--- src/rtl/divider_pkg.sv ---
// Shared execute-unit constants: ALU op codes, divider op codes and FSM states.
package divider_pkg;

    typedef enum logic [3:0] {
        ALU_ADD  = 4'd0,
        ALU_SUB  = 4'd1,
        ALU_AND  = 4'd2,
        ALU_OR   = 4'd3,
        ALU_XOR  = 4'd4,
        ALU_SLT  = 4'd5,
        ALU_SLTU = 4'd6
    } alu_op_e;

    typedef enum logic [1:0] {
        OP_DIV  = 2'd0,
        OP_DIVU = 2'd1,
        OP_REM  = 2'd2,
        OP_REMU = 2'd3
    } div_op_e;

    typedef enum logic [1:0] {
        S_IDLE = 2'd0,
        S_RUN  = 2'd1,
        S_DONE = 2'd2
    } div_state_e;

    function automatic logic op_is_signed(input div_op_e o);
        return (o == OP_DIV) || (o == OP_REM);
    endfunction

    function automatic logic op_is_rem(input div_op_e o);
        return (o == OP_REM) || (o == OP_REMU);
    endfunction

endpackage

--- src/rtl/divider_step.sv ---
// One restoring-division iteration: shift {rem, quot} left, trial-subtract divisor.
module divider_step #(
    parameter int WIDTH = 32
) (
    input  logic [WIDTH:0]   rem_i,
    input  logic [WIDTH-1:0] quot_i,
    input  logic [WIDTH-1:0] divisor_i,
    output logic [WIDTH:0]   rem_o,
    output logic [WIDTH-1:0] quot_o
);

    logic [WIDTH+1:0] shifted;
    logic [WIDTH:0]   diff;
    logic             fits;

    always_comb begin
        shifted = {rem_i, quot_i[WIDTH-1]};
        fits    = shifted >= {2'b00, divisor_i};
        diff    = shifted[WIDTH:0] - {1'b0, divisor_i};
        rem_o   = fits ? diff : shifted[WIDTH:0];
        quot_o  = {quot_i[WIDTH-2:0], fits};
    end

endmodule

--- src/rtl/divider.sv ---
// Iterative restoring divider for RV32M DIV/DIVU/REM/REMU, one quotient bit per cycle.
module divider
    import divider_pkg::*;
#(
    parameter int WIDTH = 32
) (
    input  logic             clock,
    input  logic             reset_n,
    input  logic             in_valid,
    output logic             in_ready,
    input  logic [1:0]       op,
    input  logic [WIDTH-1:0] operand_a,
    input  logic [WIDTH-1:0] operand_b,
    output logic [WIDTH-1:0] result,
    output logic             result_valid
);

    localparam int CW = (WIDTH > 1) ? $clog2(WIDTH) : 1;
    localparam logic [CW-1:0] CNT_INIT = CW'(WIDTH - 1);
    localparam logic [WIDTH-1:0] MIN_INT = {1'b1, {(WIDTH-1){1'b0}}};

    div_state_e       state_q, state_d;
    logic [WIDTH:0]   rem_q, rem_d;
    logic [WIDTH-1:0] quot_q, quot_d;
    logic [WIDTH-1:0] dvs_q, dvs_d;
    logic [WIDTH-1:0] result_q, result_d;
    logic [CW-1:0]    cnt_q, cnt_d;
    logic             qneg_q, qneg_d;
    logic             rneg_q, rneg_d;
    logic             sel_rem_q, sel_rem_d;

    div_op_e          op_in;
    logic             is_signed, is_rem;
    logic             a_neg, b_neg;
    logic [WIDTH-1:0] a_mag, b_mag;
    logic             div_zero, overflow;
    logic [WIDTH:0]   step_rem;
    logic [WIDTH-1:0] step_quot;
    logic [WIDTH-1:0] q_fix, r_fix;

    divider_step #(
        .WIDTH(WIDTH)
    ) u_step (
        .rem_i    (rem_q),
        .quot_i   (quot_q),
        .divisor_i(dvs_q),
        .rem_o    (step_rem),
        .quot_o   (step_quot)
    );

    always_comb begin
        op_in     = div_op_e'(op);
        is_signed = op_is_signed(op_in);
        is_rem    = op_is_rem(op_in);
        a_neg     = is_signed & operand_a[WIDTH-1];
        b_neg     = is_signed & operand_b[WIDTH-1];
        a_mag     = a_neg ? -operand_a : operand_a;
        b_mag     = b_neg ? -operand_b : operand_b;
        div_zero  = operand_b == '0;
        overflow  = is_signed && (operand_a == MIN_INT) && (&operand_b);
        q_fix     = qneg_q ? -step_quot : step_quot;
        r_fix     = rneg_q ? -step_rem[WIDTH-1:0] : step_rem[WIDTH-1:0];
    end

    always_comb begin
        state_d   = state_q;
        rem_d     = rem_q;
        quot_d    = quot_q;
        dvs_d     = dvs_q;
        result_d  = result_q;
        cnt_d     = cnt_q;
        qneg_d    = qneg_q;
        rneg_d    = rneg_q;
        sel_rem_d = sel_rem_q;
        unique case (state_q)
            S_IDLE: begin
                if (in_valid) begin
                    if (div_zero) begin
                        result_d = is_rem ? operand_a : '1;
                        state_d  = S_DONE;
                    end else if (overflow) begin
                        result_d = is_rem ? '0 : operand_a;
                        state_d  = S_DONE;
                    end else begin
                        rem_d     = '0;
                        quot_d    = a_mag;
                        dvs_d     = b_mag;
                        cnt_d     = CNT_INIT;
                        qneg_d    = a_neg ^ b_neg;
                        rneg_d    = a_neg;
                        sel_rem_d = is_rem;
                        state_d   = S_RUN;
                    end
                end
            end
            S_RUN: begin
                rem_d  = step_rem;
                quot_d = step_quot;
                if (cnt_q == '0) begin
                    // sign fix-up folds into the final iteration's edge
                    result_d = sel_rem_q ? r_fix : q_fix;
                    state_d  = S_DONE;
                end else begin
                    cnt_d = cnt_q - 1'b1;
                end
            end
            S_DONE: state_d = S_IDLE;
            default: state_d = S_IDLE;
        endcase
    end

    always_ff @(posedge clock or negedge reset_n) begin
        if (!reset_n) begin
            state_q   <= S_IDLE;
            rem_q     <= '0;
            quot_q    <= '0;
            dvs_q     <= '0;
            result_q  <= '0;
            cnt_q     <= '0;
            qneg_q    <= 1'b0;
            rneg_q    <= 1'b0;
            sel_rem_q <= 1'b0;
        end else begin
            state_q   <= state_d;
            rem_q     <= rem_d;
            quot_q    <= quot_d;
            dvs_q     <= dvs_d;
            result_q  <= result_d;
            cnt_q     <= cnt_d;
            qneg_q    <= qneg_d;
            rneg_q    <= rneg_d;
            sel_rem_q <= sel_rem_d;
        end
    end

    assign in_ready     = state_q == S_IDLE;
    assign result_valid = state_q == S_DONE;
    assign result       = result_q;

endmodule

--- config.mk ---
export PLATFORM = sky130hd
export DESIGN_NAME = divider
export DESIGN_NICKNAME = d
export VERILOG_FILES = /design/src/rtl/divider_pkg.sv /design/src/rtl/divider_step.sv /design/src/rtl/divider.sv
export SDC_FILE = /design/constraint.sdc
export NUM_CORES = 1
export LEC_CHECK = 0
export ABC_CLOCK_PERIOD_IN_PS = 10900
export BUFFER_PORTS_ARGS = -buffer_cell sky130_fd_sc_hd__buf_2
export CAP_MARGIN = 20
export CORE_ASPECT_RATIO = 0.5
export CORE_UTILIZATION = 40
export CTS_BUF_LIST = sky130_fd_sc_hd__clkbuf_16
export DETAILED_ROUTE_END_ITERATION = 10
export PLACE_DENSITY = 0.61
export RECOVER_POWER = 100
export SLEW_MARGIN = 20
export SYNTH_ARGS = -nofsm -noshare
export SYNTH_HDL_FRONTEND = slang
export SYNTH_SLANG_ARGS = --single-unit
--- constraint.sdc ---
create_clock -name clock -period 10.9 [get_ports clock]
set_input_delay 1.09 -clock clock [delete_from_list [all_inputs] [get_ports clock]]
set_output_delay 1.09 -clock clock [all_outputs]
set_load 0.02 [all_outputs]
==> reports/metrics.csv <==
stage,metric,value,unit
run_status,status,finished with violations,
run_status,failing checks,"max-capacitance violations, max-slew violations",
cts,hold buffer count at CTS,0,
final_layout,sequential cell area,3480,um2
floorplanning,chip width,245,um
final_layout,Final nets,1695,
place,dpl ws,5.40,ns
sta,Final Critical Period,7.70,ns
power_and_ir_drop,maximum vdd drop,143,uV
worst_setup_path,CP peak stage delay,2.35,ns
final_layout,share of cells above drive strength 1,0.0832,
cts,"Reg clk slew, reported paths",0.07,ns
logic_synthesis,share of synthesized registers carrying an async set or reset,1.00,
routing,Initial DRC Count,1380,
logic_synthesis,post-synthesis sequential area ratio,0.295,
logic_synthesis,post-synthesis simple-gate area fraction,0.227,
floorplanning,Initial Util,0.407,
job,number of max-cap violations,7,
worst_setup_path,crit end category,register,
cts,clk_lat worst skew,0.46,ns
cts,PostCTS Resize Cnt,0,
logic_synthesis,gate count after technology mapping,1541,
global_route,antenna violations before repair,0,
worst_setup_path,Crit path max-delay family,buffers and inverters,
logic_synthesis,largest family of logic cells by synthesized area,compound AO/OA/AOI/OAI gates,
logic_synthesis,syn avg cell area,7.66,um2
sta,setup slack after layout,3.20,ns
logic_synthesis,Synth Area in Compound Gates,0.263,
logic_synthesis,number of synthesized flops with an enable pin,0,
worst_setup_path,crit path buf inv count,3,
logic_synthesis,post-synthesis mux area share,0.0199,
routing,antenna-violating nets left,0,
global_route,vias in the first global route,11100,
final_layout,fill count,2968,
cts,Sink Count,139,
floorplanning,core area,29000,um2
routing,via count,12000,
global_route,global-route wire length before repair,64800,um
sta,worst rel slew slack,-2.21,
cts,CTS tree,built,
worst_setup_path,crit path kind,in -> reg,
worst_setup_path,Worst Path Arrival,7.90,ns
routing,drt first pass iters,6,
floorplanning,row cnt,44,
logic_synthesis,"top cells by area, synth","dfrtp_1, o21ai_0, a21oi_1",
logic_synthesis,number of synthesized register bits,139,
logic_synthesis,post-synthesis adder-cell area fraction,0.0464,
sta,FMAX,0.130,GHz
power_and_ir_drop,P_leak,5.31,nW
routing,Via density,6.02,
global_route,largest net degree at the start of global routing,85,
routing,final wirelength,41800,um
cts,Post-CTS Setup Repair Bufs,0,
routing,drt wl/cell,21.0,um
cts,clock root buffer,clkbuf_16,
logic_synthesis,total of warnings raised by yosys,0,
cts,clock tree buffer depth,2,
logic_synthesis,syn nets,1650,
logic_synthesis,Synth Area in XOR/XNOR,0.0979,
worst_setup_path,worst path required time,11.10,ns
logic_synthesis,Post-synth top cells,"nand2_1, o21ai_0, a21oi_1",
floorplanning,Die H,123,um
sta,Fin Setup TNS,0,ns
global_route,grt ovf,0,
final_layout,multi-input logic area,7710,um2
final_layout,number of diodes,0,
logic_synthesis,distinct cell type count after synthesis,86,
worst_setup_path,Startpoint Class,input port,
logic_synthesis,leading area contributor after synthesis,dfrtp_1,
sta,Fin. Hold Viols,0,
sta,Worst Clk Skew,0.0142,ns
sta,"Slew Viols, Final",353,
sta,RSZ-0062 raised after global routing,no,
worst_setup_path,Critical-path top delay cell,clkbuf_1,
global_route,Total GRT Usage,0.281,
place,gpl congestion,0.964,
floorplanning,die area,30200,um2
place,port buffer count,102,
logic_synthesis,"Top FF cell, synth",dfrtp_1,
worst_hold_path,hold crit path type,reg -> reg,
floorplanning,# IOs,103,
logic_synthesis,Mapped Area,11800,um2
power_and_ir_drop,Pwr per Cell Area,386,nW/um2
worst_setup_path,crit-path max FO,74,
logic_synthesis,"count leader, synth",nand2_1,
cts,H-Tree Level Count,4,
sta,worst-margin pin slew,4.81,ns
final_layout,Area growth syn-to-layout,10.3,%
worst_setup_path,"critical path, cell by cell",buf_2 > inv_1 > ha_1 > or3b_1 > nor4_1 > nand4b_1 > nor3_1 > nor3b_1 > o21bai_1 > clkbuf_1 > o21ai_0,
sta,"Period Utilization, post-route",0.706,
sta,Final Setup Violations,0,
place,dpl hpwl,31300,um
logic_synthesis,Synth top area share,0.295,
cts,CTS Buf Count,17,
routing,DRC violations left,0,
path summary, 6_finish.rpt:
path	cells past startpoint	end	start	slack, ns
max in group asynchronous	2	rem_q[21]$_DFFE_PN0P_	reset_n	3.80
max reg2reg	19	result[20]$_DFFE_PN0P_	quot_q[31]$_DFFE_PN0P_	4.67
max	11	quot_q[2]$_DFFE_PN0P_	operand_b[0]	3.20
min reg2reg	2	result[2]$_DFFE_PN0P_	result[2]$_DFFE_PN0P_	0.49
min in group asynchronous	1	dvs_q[30]$_DFFE_PN0P_	reset_n	2.36
min	2	result[2]$_DFFE_PN0P_	result[2]$_DFFE_PN0P_	0.49
flip-flops by register name, indices dropped and copies added (netlist names):
name       cells
cnt_q          5
dvs_q         32
result        32
rem_q         33
rneg_q         1
sel_rem_q      1
state_q        2
qneg_q         1
quot_q        32
stage by stage:
step                      instance area [um2]  total power, mW   util  std cells  hold WS (ns)
after floorplan                         11800             3.41      -       1541         0.462
after global placement                  12500             4.32  0.432       1958         0.461
after detailed placement                12500             4.35  0.432       1958         0.468
after CTS                               13100             4.97  0.452       1990         0.483
after global routing                    13000             5.41  0.449       1990         0.523
final                                   13000             5.03  0.449       1990         0.489
logic make-up (layout without fill, tap and decap cells):
family                     count (synthesis)  count (layout)
DFF                                      139             139
xor gates and xnor gates                 132             132
and+or+nand+nor                          555             555
AOI/OAI and AO/OA                        501             501
muxes                                     23              23
buffers and inverters                    147             205
adders and majority gates                 44              44
layout make-up:
type                    count  share of cell area
multi-input cells        1255               0.592
well taps                 391              0.0376
inverters                  59              0.0170
clock buffers              17              0.0327
flip-flops and latches    139               0.267
repair buffers            114              0.0415
clock inverters            15              0.0118
routing by layer:
| metal | global-route usage | wire (um) |
|---|---|---|
| met1 | 0.424 | 20800 |
| met2 | 0.406 | 17100 |
| met3 | 0.0558 | 3390 |
| met4 | 0.0641 | 553 |
| met5 | 0 | 0 |
worst min-delay path, delay by kind of cell, from the launching register on:
kind               cells  cell delay (ns)
AOI/OAI and AO/OA      1             0.06
DFF                    1             0.35
and+or+nand+nor        1             0.05
placed cells by master, fill, tap and decap left out, types with 5 or more instances in the layout:
master     count
nand2_1      185
o21ai_0      173
a21oi_1      151
nor2_1       141
dfrtp_1      139
xor2_1        74
buf_2         66
inv_1         61
xnor2_1       58
clkbuf_1      40
ha_1          39
nor3_1        38
o31ai_1       28
nand4_1       27
nor4_1        22
nand3_1       22
or3_1         20
mux2i_1       19
a31oi_1       19
nand2b_1      17
clkbuf_16     17
o41ai_1       15
a211oi_1      14
or4_1         13
o211ai_1      11
a21o_1        11
nor3b_1       10
nor2b_1        9
and3_1         9
buf_4          8
and2_1         7
a21boi_0       7
a211o_1        7
or2_2          6
o221ai_1       6
clkinv_4       6
a311oi_1       5
o211a_1        5
power breakdown:
part | leakage [nW] | internal (mW) | switching (mW)
sequential | 1.70 | 0.760 | 0.295
clock | 0.292 | 0.336 | 0.252
combinational | 3.32 | 1.15 | 2.24
total | 5.31 | 2.24 | 2.78
No activity file was read; power rests on OpenSTA's default activity.
